### config.mk
export PLATFORM = sky130hd
export DESIGN_NAME = fp_result_serializer
export DESIGN_NICKNAME = d
export VERILOG_FILES = /design/src/rtl/fp_result_serializer.sv
export SDC_FILE = /design/constraint.sdc
export NUM_CORES = 1
export LEC_CHECK = 0
export ABC_AREA = 1
export CORE_MARGIN = 2
export CORE_UTILIZATION = 45
export DETAILED_ROUTE_END_ITERATION = 10
export GPL_ROUTABILITY_DRIVEN = 1
export GPL_TIMING_DRIVEN = 0
export PLACE_DENSITY = 0.75
export SETUP_SLACK_MARGIN = 0.3
export SYNTH_ARGS = -nofsm -noshare
export SYNTH_HDL_FRONTEND = slang
export SYNTH_SLANG_ARGS = --single-unit
### constraint.sdc
create_clock -name clk_in -period 3.7 [get_ports clk_in]
set_input_delay 0.74 -clock clk_in [delete_from_list [all_inputs] [get_ports clk_in]]
set_output_delay 0.74 -clock clk_in [all_outputs]
set_load 0.1 [all_outputs]
### src/rtl/fp_result_serializer.sv
// Purpose: parallel-to-serial output stage; captures one result word and shifts it out one bit per accepted transfer.
// Latency: first bit valid the cycle after load; done_out pulses one cycle after the last bit; idle again the cycle after that.
// Backpressure: rd_in=0 in SHIFT freezes register, count and serial_out for any number of cycles; loads only accepted while idle.
module fp_result_serializer #(
    parameter int WIDTH     = 32,
    parameter bit LSB_FIRST = 1'b1
) (
    input  logic                       clk_in,
    input  logic                       rst_in,
    input  logic                       ld_in,
    input  logic [WIDTH-1:0]           parallel_in,
    input  logic                       rd_in,
    output logic                       serial_out,
    output logic                       out_valid,
    output logic                       output_rdy,
    output logic                       done_out,
    output logic [$clog2(WIDTH+1)-1:0] bit_cnt_out
);

    localparam int CNT_W = $clog2(WIDTH + 1);
    localparam logic [CNT_W-1:0] LAST_IDX = CNT_W'(WIDTH - 1);
    localparam logic [CNT_W-1:0] CNT_ONE  = CNT_W'(1);

    typedef enum logic [1:0] {
        S_IDLE  = 2'd0,
        S_SHIFT = 2'd1,
        S_DONE  = 2'd2
    } state_t;

    state_t             r_state;
    logic [WIDTH-1:0]   r_sreg;
    logic [CNT_W-1:0]   r_cnt;
    logic               r_out_valid;
    logic               r_output_rdy;
    logic               r_done;

    logic [WIDTH-1:0]   w_sreg_shifted;
    logic               w_out_bit;

    // Shift direction is fixed at elaboration: the output end is bit 0 for LSB-first, bit WIDTH-1 otherwise.
    generate
        if (LSB_FIRST) begin : g_lsb
            assign w_sreg_shifted = {1'b0, r_sreg[WIDTH-1:1]};
            assign w_out_bit      = r_sreg[0];
        end else begin : g_msb
            assign w_sreg_shifted = {r_sreg[WIDTH-2:0], 1'b0};
            assign w_out_bit      = r_sreg[WIDTH-1];
        end
    endgenerate

    // FSM: state, shift register, bit count and the flag outputs all update together so outputs come straight from flops.
    always_ff @(posedge clk_in) begin
        if (rst_in) begin
            r_state      <= S_IDLE;
            r_sreg       <= '0;
            r_cnt        <= '0;
            r_out_valid  <= 1'b0;
            r_output_rdy <= 1'b1;
            r_done       <= 1'b0;
        end else begin
            case (r_state)
                S_IDLE: begin
                    // Register holds its last contents while idle; only an accepted load replaces it.
                    if (ld_in) begin
                        r_sreg       <= parallel_in;
                        r_cnt        <= '0;
                        r_state      <= S_SHIFT;
                        r_out_valid  <= 1'b1;
                        r_output_rdy <= 1'b0;
                    end
                end
                S_SHIFT: begin
                    // A transfer needs out_valid (implied by this state) and rd_in; otherwise everything holds.
                    if (rd_in) begin
                        r_sreg <= w_sreg_shifted;
                        r_cnt  <= r_cnt + CNT_ONE;
                        if (r_cnt == LAST_IDX) begin
                            r_state     <= S_DONE;
                            r_out_valid <= 1'b0;
                            r_done      <= 1'b1;
                        end
                    end
                end
                S_DONE: begin
                    // Single-cycle completion marker; count reads WIDTH here and clears on the way back to idle.
                    r_state      <= S_IDLE;
                    r_done       <= 1'b0;
                    r_output_rdy <= 1'b1;
                    r_cnt        <= '0;
                end
                default: begin
                    r_state      <= S_IDLE;
                    r_cnt        <= '0;
                    r_out_valid  <= 1'b0;
                    r_output_rdy <= 1'b1;
                    r_done       <= 1'b0;
                end
            endcase
        end
    end

    // Serial data is masked to 0 whenever no valid bit is being presented.
    assign serial_out  = r_out_valid & w_out_bit;
    assign out_valid   = r_out_valid;
    assign output_rdy  = r_output_rdy;
    assign done_out    = r_done;
    assign bit_cnt_out = r_cnt;

endmodule

==> results of run 1 <==
[Yosys cell counts (2+ instances only)]
master,number
nor2_1,70
o21ai_1,15
buf_6,5
nand3_1,7
o21ai_0,20
a31oi_1,2
nand2_1,116
clkbuf_1,3
buf_2,6
inv_1,11
a21oi_1,6
inv_2,3
dfxtp_1,43
[worst register-to-register path, cell delays in order, from the launching register on]
cell and delay, ps:
dfxtp_1 410, ha_1 220, nand3_1 80, o21ai_0 360, nand2_1 130, nand3_1 80, nand2_1 60
[stage by stage]
| stage | total power [mW] | setup slack [ps] |
|---|---|---|
| 2_1_floorplan | 0.791 | 1280 |
| 3_3_place_gp | 0.883 | 1400 |
| 3_5_place_dp | 0.889 | 1390 |
| 4_1_cts | 1.26 | 1040 |
| 5_1_grt | 1.34 | 1000 |
| 6_report | 1.25 | 1060 |
[cells in the final DEF, fill, tap and decap left out, types with 6 or more instances in the layout]
cell type / count
clkbuf_8: 6
nand2_1: 116
o21ai_0: 20
a21oi_1: 6
dfxtp_1: 43
o21ai_1: 15
nand3_1: 7
clkdlybuf4s50_1: 45
buf_2: 6
inv_1: 11
nor2_1: 70
[logic make-up (layout without fill, tap and decap cells)]
group	Yosys count	in the layout	share of synthesized area (%)
buffers and inverters	30	83	8.01
AOI/OAI and AO/OA	43	43	10.6
DFF	43	43	42.1
xor gates and xnor gates	1	1	0.428
adders and majority gates	1	1	0.611
and+or+nand+nor	198	198	38.3
[sequential cells by signal, indices dropped and copies added, names as in the netlist]
signal,cells
r_state,2
r_sreg,32
output_rdy,1
out_valid,1
done_out,1
bit_cnt_out,6
[per-layer routing]
metal / track usage [%] / vias to the layer above / part of all wire [%]
met4: 4.40 / 0 / 0
met3: 4.78 / 0 / 4.3
met2: 31.4 / 42 / 47
met1: 25.7 / 855 / 49
li1: - / 1088 / -
met5: 0 / - / 0
[final cells by class]
cell class              instances  area, um^2  area share [%]
multi-input cells             243        1020            38.1
flip-flops and latches         43         861            32.1
repair buffers                 45         450            16.8
plain buffers                  15         105            3.92
clock buffers                   6        82.6            3.08
well taps                      52        65.1            2.43
inverters                      15        58.8            2.19
clock inverters                 2        35.0            1.31
[worst max-delay path by stage]
stage | from | to | slack [ps]
floorplan | out_valid | serial_out | 1280
finish | out_valid | serial_out | 1060
global route | out_valid | serial_out | 1000
CTS | out_valid | serial_out | 1040
global placement | bit_cnt_out[3] | bit_cnt_out[3] | 1400
detailed placement | out_valid | serial_out | 1390
[power by group]
part	leakage, nW	switching [mW]	internal (mW)
combinational	0.821	0.202	0.131
sequential	0.355	0.0290	0.517
clock	0.0612	0.157	0.218
total	1.24	0.388	0.867
==> impl_metrics.toml, run 1 <==
[place]
globalplace.congestion = 0.825
placedCellCount = 413
dp_hpwl_mm = 3.10
port-buffer-count = 45
postPlaceCellArea_um2 = 2560

[timing]
finClkSkew_ps = 8.53
slew_headroom_pct = 35.0
finalSetupTns_ps = 0
finalCritPeriodShare_pct = 71.3
hold_viol_final = 0
rsz0062_at_grt = "false"
fmax_ghz = 0.379
setup_viol = 0
worst_pin_slew_ps = 971
whs_ps = 462
fin_crit_ps = 2640
report.final.slew_viol_count = 0

[yosys]
ys_seq_area_share_pct = 42.1
synth_edf_count = 0
syn_nets = 353
ys.flop_type = "dfxtp_1"
yosys.cell_types.count = 22
synth_top_area_share_pct = 42.1
yosys.area.top_type = "dfxtp_1"
synth_area_um2 = 2050
syn_inst = 316
synth.avg_cell_area_um2 = 6.48
yosysWarnings = 0
synth-async-reset-ratio_pct = 0
synthTopCellsByArea = "dfxtp_1, nand2_1, nor2_1"
synth-seq-cells = 43

[grt]
grt_overflow = 0
antenna_found_initial = 0
grt_pass1_wl_mm = 7.98
grt_pass1_vias = 1850
grt_start_max_net_pins = 14
grt_usage_pct = 19.2

[drt]
ant_nets = 0
wire_per_inst_um = 10.6
drc_errors = 0
drt-total-wl_mm = 4.46
firstDrtPassIters = 4
viasPerCell = 4.71
dr_total_vias = 1985
initialDrtViolationCount = 143

[critical_path]
reg2reg_depth = 6
worstPathArrival_ps = 1900
path_cells = "nand2_1 -> inv_1 -> clkdlybuf4s50_1"
criticalPathCategory = "reg2out"
path_depth = 3
worstPathMaxFanout = 3
reg2reg_slack_ps = 2270
critical_path.max_stage_delay_ps = 1120
critPathRequiredTime_ps = 2960
cp_slowest_cell = "clkdlybuf4s50_1"
reg2reg_from = "bit_cnt_out[0]"
startpoint_type = "flip-flop"
critPathTopFamily = "buffers and inverters"
r2r-end = "out_valid"
end_kind = "output pin"
worst-path-buf-inv = 2

[floorplanning]
initial_core_util_pct = 47.0
io_pins = 46
fp-row-count = 24
die_w_um = 71.4
fp.dieH_um = 71.4
dieArea_um2 = 5100
coreArea_um2 = 4350

[flow_run]
max_cap_violations = 0

[clocking]
cts_tree = "done"
clkSinkCount = 43
cts.repair.resized = 0
h-tree-depth = 2
ctsHoldBuffers = 0
postCtsSetupRepairBufs = 0
clock_latency_ps = 290
cts_buffers = 5
ctsLongestPathBuffers = 2
clkSlewWorstSetupHoldPaths_ps = 80
root_buffer = "clkbuf_8"

[min_path]
whs_endpoint = "r_sreg[31]"
hp-start = "r_sreg[31]"
hold_class = "reg2reg"
hold_depth = 2

[layout]
syn2layout_area_growth_pct = 30.9
stdcell_count = 421
drive_gt1_share_pct = 7.32
num_antenna_cells = 0
fillCellCount = 419
utilization_pct = 61.6
fin_nets = 405
stdcell_area_um2 = 2680

[power]
peakVddDrop_uv = 263
powerDensity_nw_per_um2 = 468
leakagePower_nw = 1.24

[status]
status = "finished, final reports clean"
No activity file was read; power rests on OpenSTA's default activity.
==> inputs of run 2 (changes only) <==
- clock period: 3.7 -> 2.53 ns (I/O delays scaled with it)
==> run 2 against run 1 <==
Combinational power up 44%. Total power grew 46%. Sequential power rose by 46%. Final area decreased by 0.47%. Sequential cell count is the same. Highest routed layer unchanged. Routed wire length shrank 0.11%. Core utilization decreased by 0.29 points. Critical path type unchanged. Final cell count is the same. Count of clock-buffer cells in the layout unchanged.
==> impl_metrics.toml, run 2 (synthesis results as in run 1) <==
[drt]
dr_total_vias = 1985
drt-total-wl_mm = 4.46
ant_nets = 0
initialDrtViolationCount = 140
viasPerCell = 4.71
firstDrtPassIters = 4
wire_per_inst_um = 10.6
drc_errors = 0

[timing]
finalCritPeriodShare_pct = 83.6
finClkSkew_ps = 8.53
report.final.slew_viol_count = 0
worst_pin_slew_ps = 961
hold_viol_final = 0
fin_crit_ps = 2120
fmax_ghz = 0.473
slew_headroom_pct = 36.2
rsz0062_at_grt = "false"
finalSetupTns_ps = 0
setup_viol = 0

[layout]
num_antenna_cells = 0
fin_nets = 405
syn2layout_area_growth_pct = 30.3
stdcell_count = 421
regMostFlops = "r_sreg"
layout_common_cells = "nand2_1, nor2_1, dfxtp_1"
largest_reg_flops = 32
drive_gt1_share_pct = 7.32
final_common_cell = "nand2_1"

[floorplanning]
coreArea_um2 = 4350
die_w_um = 71.4
fp.dieH_um = 71.4
fp-row-count = 24
io_pins = 46
dieArea_um2 = 5100
initial_core_util_pct = 47.0

[critical_path]
worstPathMaxFanout = 3
end_kind = "output pin"
critical_path.max_stage_delay_ps = 840
critPathTopFamily = "buffers and inverters"
criticalPathCategory = "reg2out"
cp_slowest_cell = "dlygate4sd2_1"
path_cells = "nand2_1 -> inv_1 -> dlygate4sd2_1"
worst-path-buf-inv = 2
startpoint_type = "flip-flop"
worstPathArrival_ps = 1610
reg2reg_from = "bit_cnt_out[0]"
critPathRequiredTime_ps = 2020
startpoint = "out_valid"

[clocking]
cts_buffers = 5
clkSinkCount = 43
clkSlewWorstSetupHoldPaths_ps = 80
cts_tree = "done"
clock_latency_ps = 290
ctsLongestPathBuffers = 2
root_buffer = "clkbuf_8"
h-tree-depth = 2
ctsHoldBuffers = 0

[grt]
top_usage_layer = "met2"
grt_start_max_net_pins = 14
grtUsageMet1_pct = 25.6
grt.met2_usage_pct = 31.4
grt_overflow = 0
grt_pass1_wl_mm = 7.97
antenna_found_initial = 0
grt_usage_pct = 19.2
grt_pass1_vias = 1844
grtUsageMet3_pct = 4.78

[power]
peakVddDrop_uv = 384
powerDensity_nw_per_um2 = 686
leakagePower_nw = 1.28

[place]
dp_hpwl_mm = 3.10
port-buffer-count = 45
placedCellCount = 413
globalplace.congestion = 0.825

[min_path]
hold_class = "reg2reg"
hp-start = "r_sreg[31]"

[flow_run]
max_cap_violations = 0

[status]
status = "finished, final reports clean"
[run 2: cell count changes in the layout (fill, tap and decap cells not counted), sizes merged]
cell and change:
dlygate4sd2 +10, clkdlybuf4s50 -10
[run 2: cell type report]
class	instances	area, um^2
Buffer	15	105
Clock buffer	6	82.6
Clock inverter	2	35.0
Fill cell	424	1690
Inverter	15	58.8
Multi-Input combinational cell	243	1020
Sequential cell	43	861
Tap cell	52	65.1
Timing Repair Buffer	45	438
[run 2: worst register-to-register path: stages (launching register included)]
cell     delay [ps]
dfxtp_1         400
ha_1            210
nand3_1          80
o21ai_0         360
nand2_1         130
nand3_1          80
nand2_1          60
[run 2: timing repair]
action,in CTS,in global routing
endpoints found under the hold margin,0,0
setup buffers,0,0
setup endpoints to repair,10,0
resized for setup,10,0
[run 2: per-layer routing]
metal  wire, um  share of wire, %  vias to the layer above
li1           -                 -                     1088
met1       2170                49                      855
met2       2090                47                       42
met3        195               4.4                        0
met4          0                 0                        0
met5          0                 0                        -
[run 2: where the power goes]
group | internal (mW) | leakage, nW | switching (mW) | total (mW)
Sequential | 0.756 | 0.355 | 0.0421 | 0.799
Combinational | 0.186 | 0.861 | 0.296 | 0.481
Clock | 0.320 | 0.0612 | 0.229 | 0.549
[run 2: final timing paths]
kind	end	slack, ps	cells after the start
setup / recovery	serial_out	410	3
hold / removal	r_sreg[31]	460	2
setup reg to reg	out_valid	1100	6
hold reg to reg	r_sreg[31]	460	2
[run 2: stage by stage]
step | utilization (%) | power (mW) | hold WS, ps | setup WS (ps) | instance area, um^2
floorplan | - | 1.16 | 433 | 348 | 2050
global placement | 58.9 | 1.29 | 453 | 462 | 2560
detailed placement | 58.9 | 1.30 | 452 | 449 | 2560
CTS | 61.3 | 1.84 | 464 | 396 | 2670
global route | 61.3 | 1.95 | 483 | 353 | 2670
finish | 61.3 | 1.83 | 462 | 415 | 2670
==> inputs of run 3 (changes only) <==
- clock period: 2.53 -> 2.15 ns (I/O delays scaled with it)
==> run 3 against run 2 <==
Clock skew decreased by 3.9 ps. Final cell count unchanged. Total power increased by 13%. Via count increased by 1.4%. Sequential share of layout area about the same. Sequential cell count unchanged. Clock power increased by 2%. Final area increased by 0.42%.
==> impl_metrics.toml, run 3 (synthesis results as in run 1) <==
[status]
status = "finished, final reports clean"

[drt]
ant_nets = 0
viasPerCell = 4.78
initialDrtViolationCount = 114
drt-total-wl_mm = 4.47
wire_per_inst_um = 10.6
dr_total_vias = 2012
drc_errors = 0
firstDrtPassIters = 4

[timing]
finalSetupTns_ps = 0
finClkSkew_ps = 4.61
setup_viol = 0
hold_viol_final = 0
rsz0062_at_grt = "false"
slew_headroom_pct = 63.6
fmax_ghz = 0.572
fin_crit_ps = 1750
finalCritPeriodShare_pct = 81.4
report.final.slew_viol_count = 0
worst_pin_slew_ps = 548

[place]
dp_hpwl_mm = 3.11
postPlaceCellArea_um2 = 2570
port-buffer-count = 45
globalplace.congestion = 0.812

[critical_path]
worstPathMaxFanout = 5
critical_path.max_stage_delay_ps = 590
cp_slowest_cell = "clkdlybuf4s15_2"
critPathTopFamily = "buffers and inverters"
worst-path-buf-inv = 1
path_cells = "clkdlybuf4s15_2"
critPathRequiredTime_ps = 1720
startpoint_type = "flip-flop"
end_kind = "output pin"
worstPathArrival_ps = 1320
criticalPathCategory = "reg2out"

[floorplanning]
coreArea_um2 = 4350
initial_core_util_pct = 47.0
fp-row-count = 24
fp.dieH_um = 71.4
die_w_um = 71.4
dieArea_um2 = 5100
io_pins = 46

[layout]
num_antenna_cells = 0
regMostFlops = "r_sreg"
final_common_cell = "nand2_1"
fin_nets = 405
stdcell_area_um2 = 2680
syn2layout_area_growth_pct = 30.9
drive_gt1_share_pct = 10.6
layout_common_cells = "nand2_1, nor2_1, dfxtp_1"
utilization_pct = 61.5
largest_reg_flops = 32

[power]
combPwrFrac_pct = 27.4
peakVddDrop_uv = 465
pwr-share-seq_pct = 45.4
p_int_mw = 1.41
leakagePower_nw = 1.23
switchingPower_uw = 664
power_frac_clock_pct = 27.1
powerDensity_nw_per_um2 = 773
netSwitchingFraction_pct = 32.1

[grt]
grt_usage_pct = 19.2
grt_pass1_wl_mm = 7.85
antenna_found_initial = 0
grt_overflow = 0
grt_pass1_vias = 1821
grt_start_max_net_pins = 13

[min_path]
hold_class = "reg2reg"

[clocking]
clkSlewWorstSetupHoldPaths_ps = 80
cts_buffers = 5
clock_latency_ps = 300
clkSinkCount = 43
cts_tree = "done"
h-tree-depth = 2
ctsLongestPathBuffers = 2
root_buffer = "clkbuf_8"

[flow_run]
max_cap_violations = 0
==> run 3: cell types whose count changed in the layout (fill, tap and decap cells not counted) <==
cell,delta
clkbuf_1,+1
clkinv_2,-1
clkdlybuf4s15_2,+10
clkbuf_8,+1
dlygate4sd2_1,-10
dfxtp_1,-3
bufinv_16,-1
dfxtp_2,+3
==> run 3: path summary, 6_finish.rpt <==
check | cells past startpoint | startpoint | slack (ps) | to
setup / recovery | 1 | bit_cnt_out[3] | 400 | bit_cnt_out[3]
hold / removal | 2 | r_sreg[31] | 460 | r_sreg[31]
setup reg to reg | 6 | bit_cnt_out[0] | 790 | out_valid
hold reg to reg | 2 | r_sreg[31] | 460 | r_sreg[31]
==> run 3: worst min-delay path: cells and delay by family, from the launching register on <==
family / cells / cell delay [ps]
flip-flops: 1 / 310
AO/OA/AOI/OAI: 1 / 50
AND/OR/NAND/NOR: 1 / 60
==> run 3: metal layers <==
layer	track usage (%)	routed length (um)	vias to the layer above
li1	-	-	1081
met1	25.0	2110	882
met2	31.4	2060	40
met3	3.52	214	9
met4	7.97	85	0
met5	0	0	-
==> run 3: per-stage QoR <==
step / instances / hold slack [ps] / power, mW / worst slack, ps
6_report: 421 / 463 / 2.07 / 401
5_1_grt: 421 / 486 / 2.20 / 330
4_1_cts: 421 / 466 / 2.08 / 399
3_5_place_dp: 413 / 456 / 1.53 / 143
3_3_place_gp: 413 / 453 / 1.52 / 157
2_1_floorplan: 316 / 433 / 1.36 / 367
==> run 3: power groups by stage <==
stage                     Combinational, mW  Clock [mW]  Sequential, mW
after global routing                  0.647       0.605           0.952
after detailed placement              0.572           0           0.958
after global placement                0.566           0           0.955
final                                 0.569       0.562           0.941
after CTS                             0.574       0.569           0.940
after floorplan                       0.350           0            1.01
==> run 3: what timing repair did <==
item                                    4_1_cts  5_1_grt
endpoints found under the setup margin       10        0
hold buffers                                  0        0
resized for setup                            30        0
setup buffers                                 0        0
==> run 3: final cells by class <==
cell class                      instances  area (um^2)
Multi-Input combinational cell        243         1020
Tap cell                               52         65.1
Timing Repair Buffer                   45          463
Inverter                               15         58.8
Fill cell                             441         1680
Sequential cell                        43          865
Clock buffer                            8          100
Buffer                                 15          105
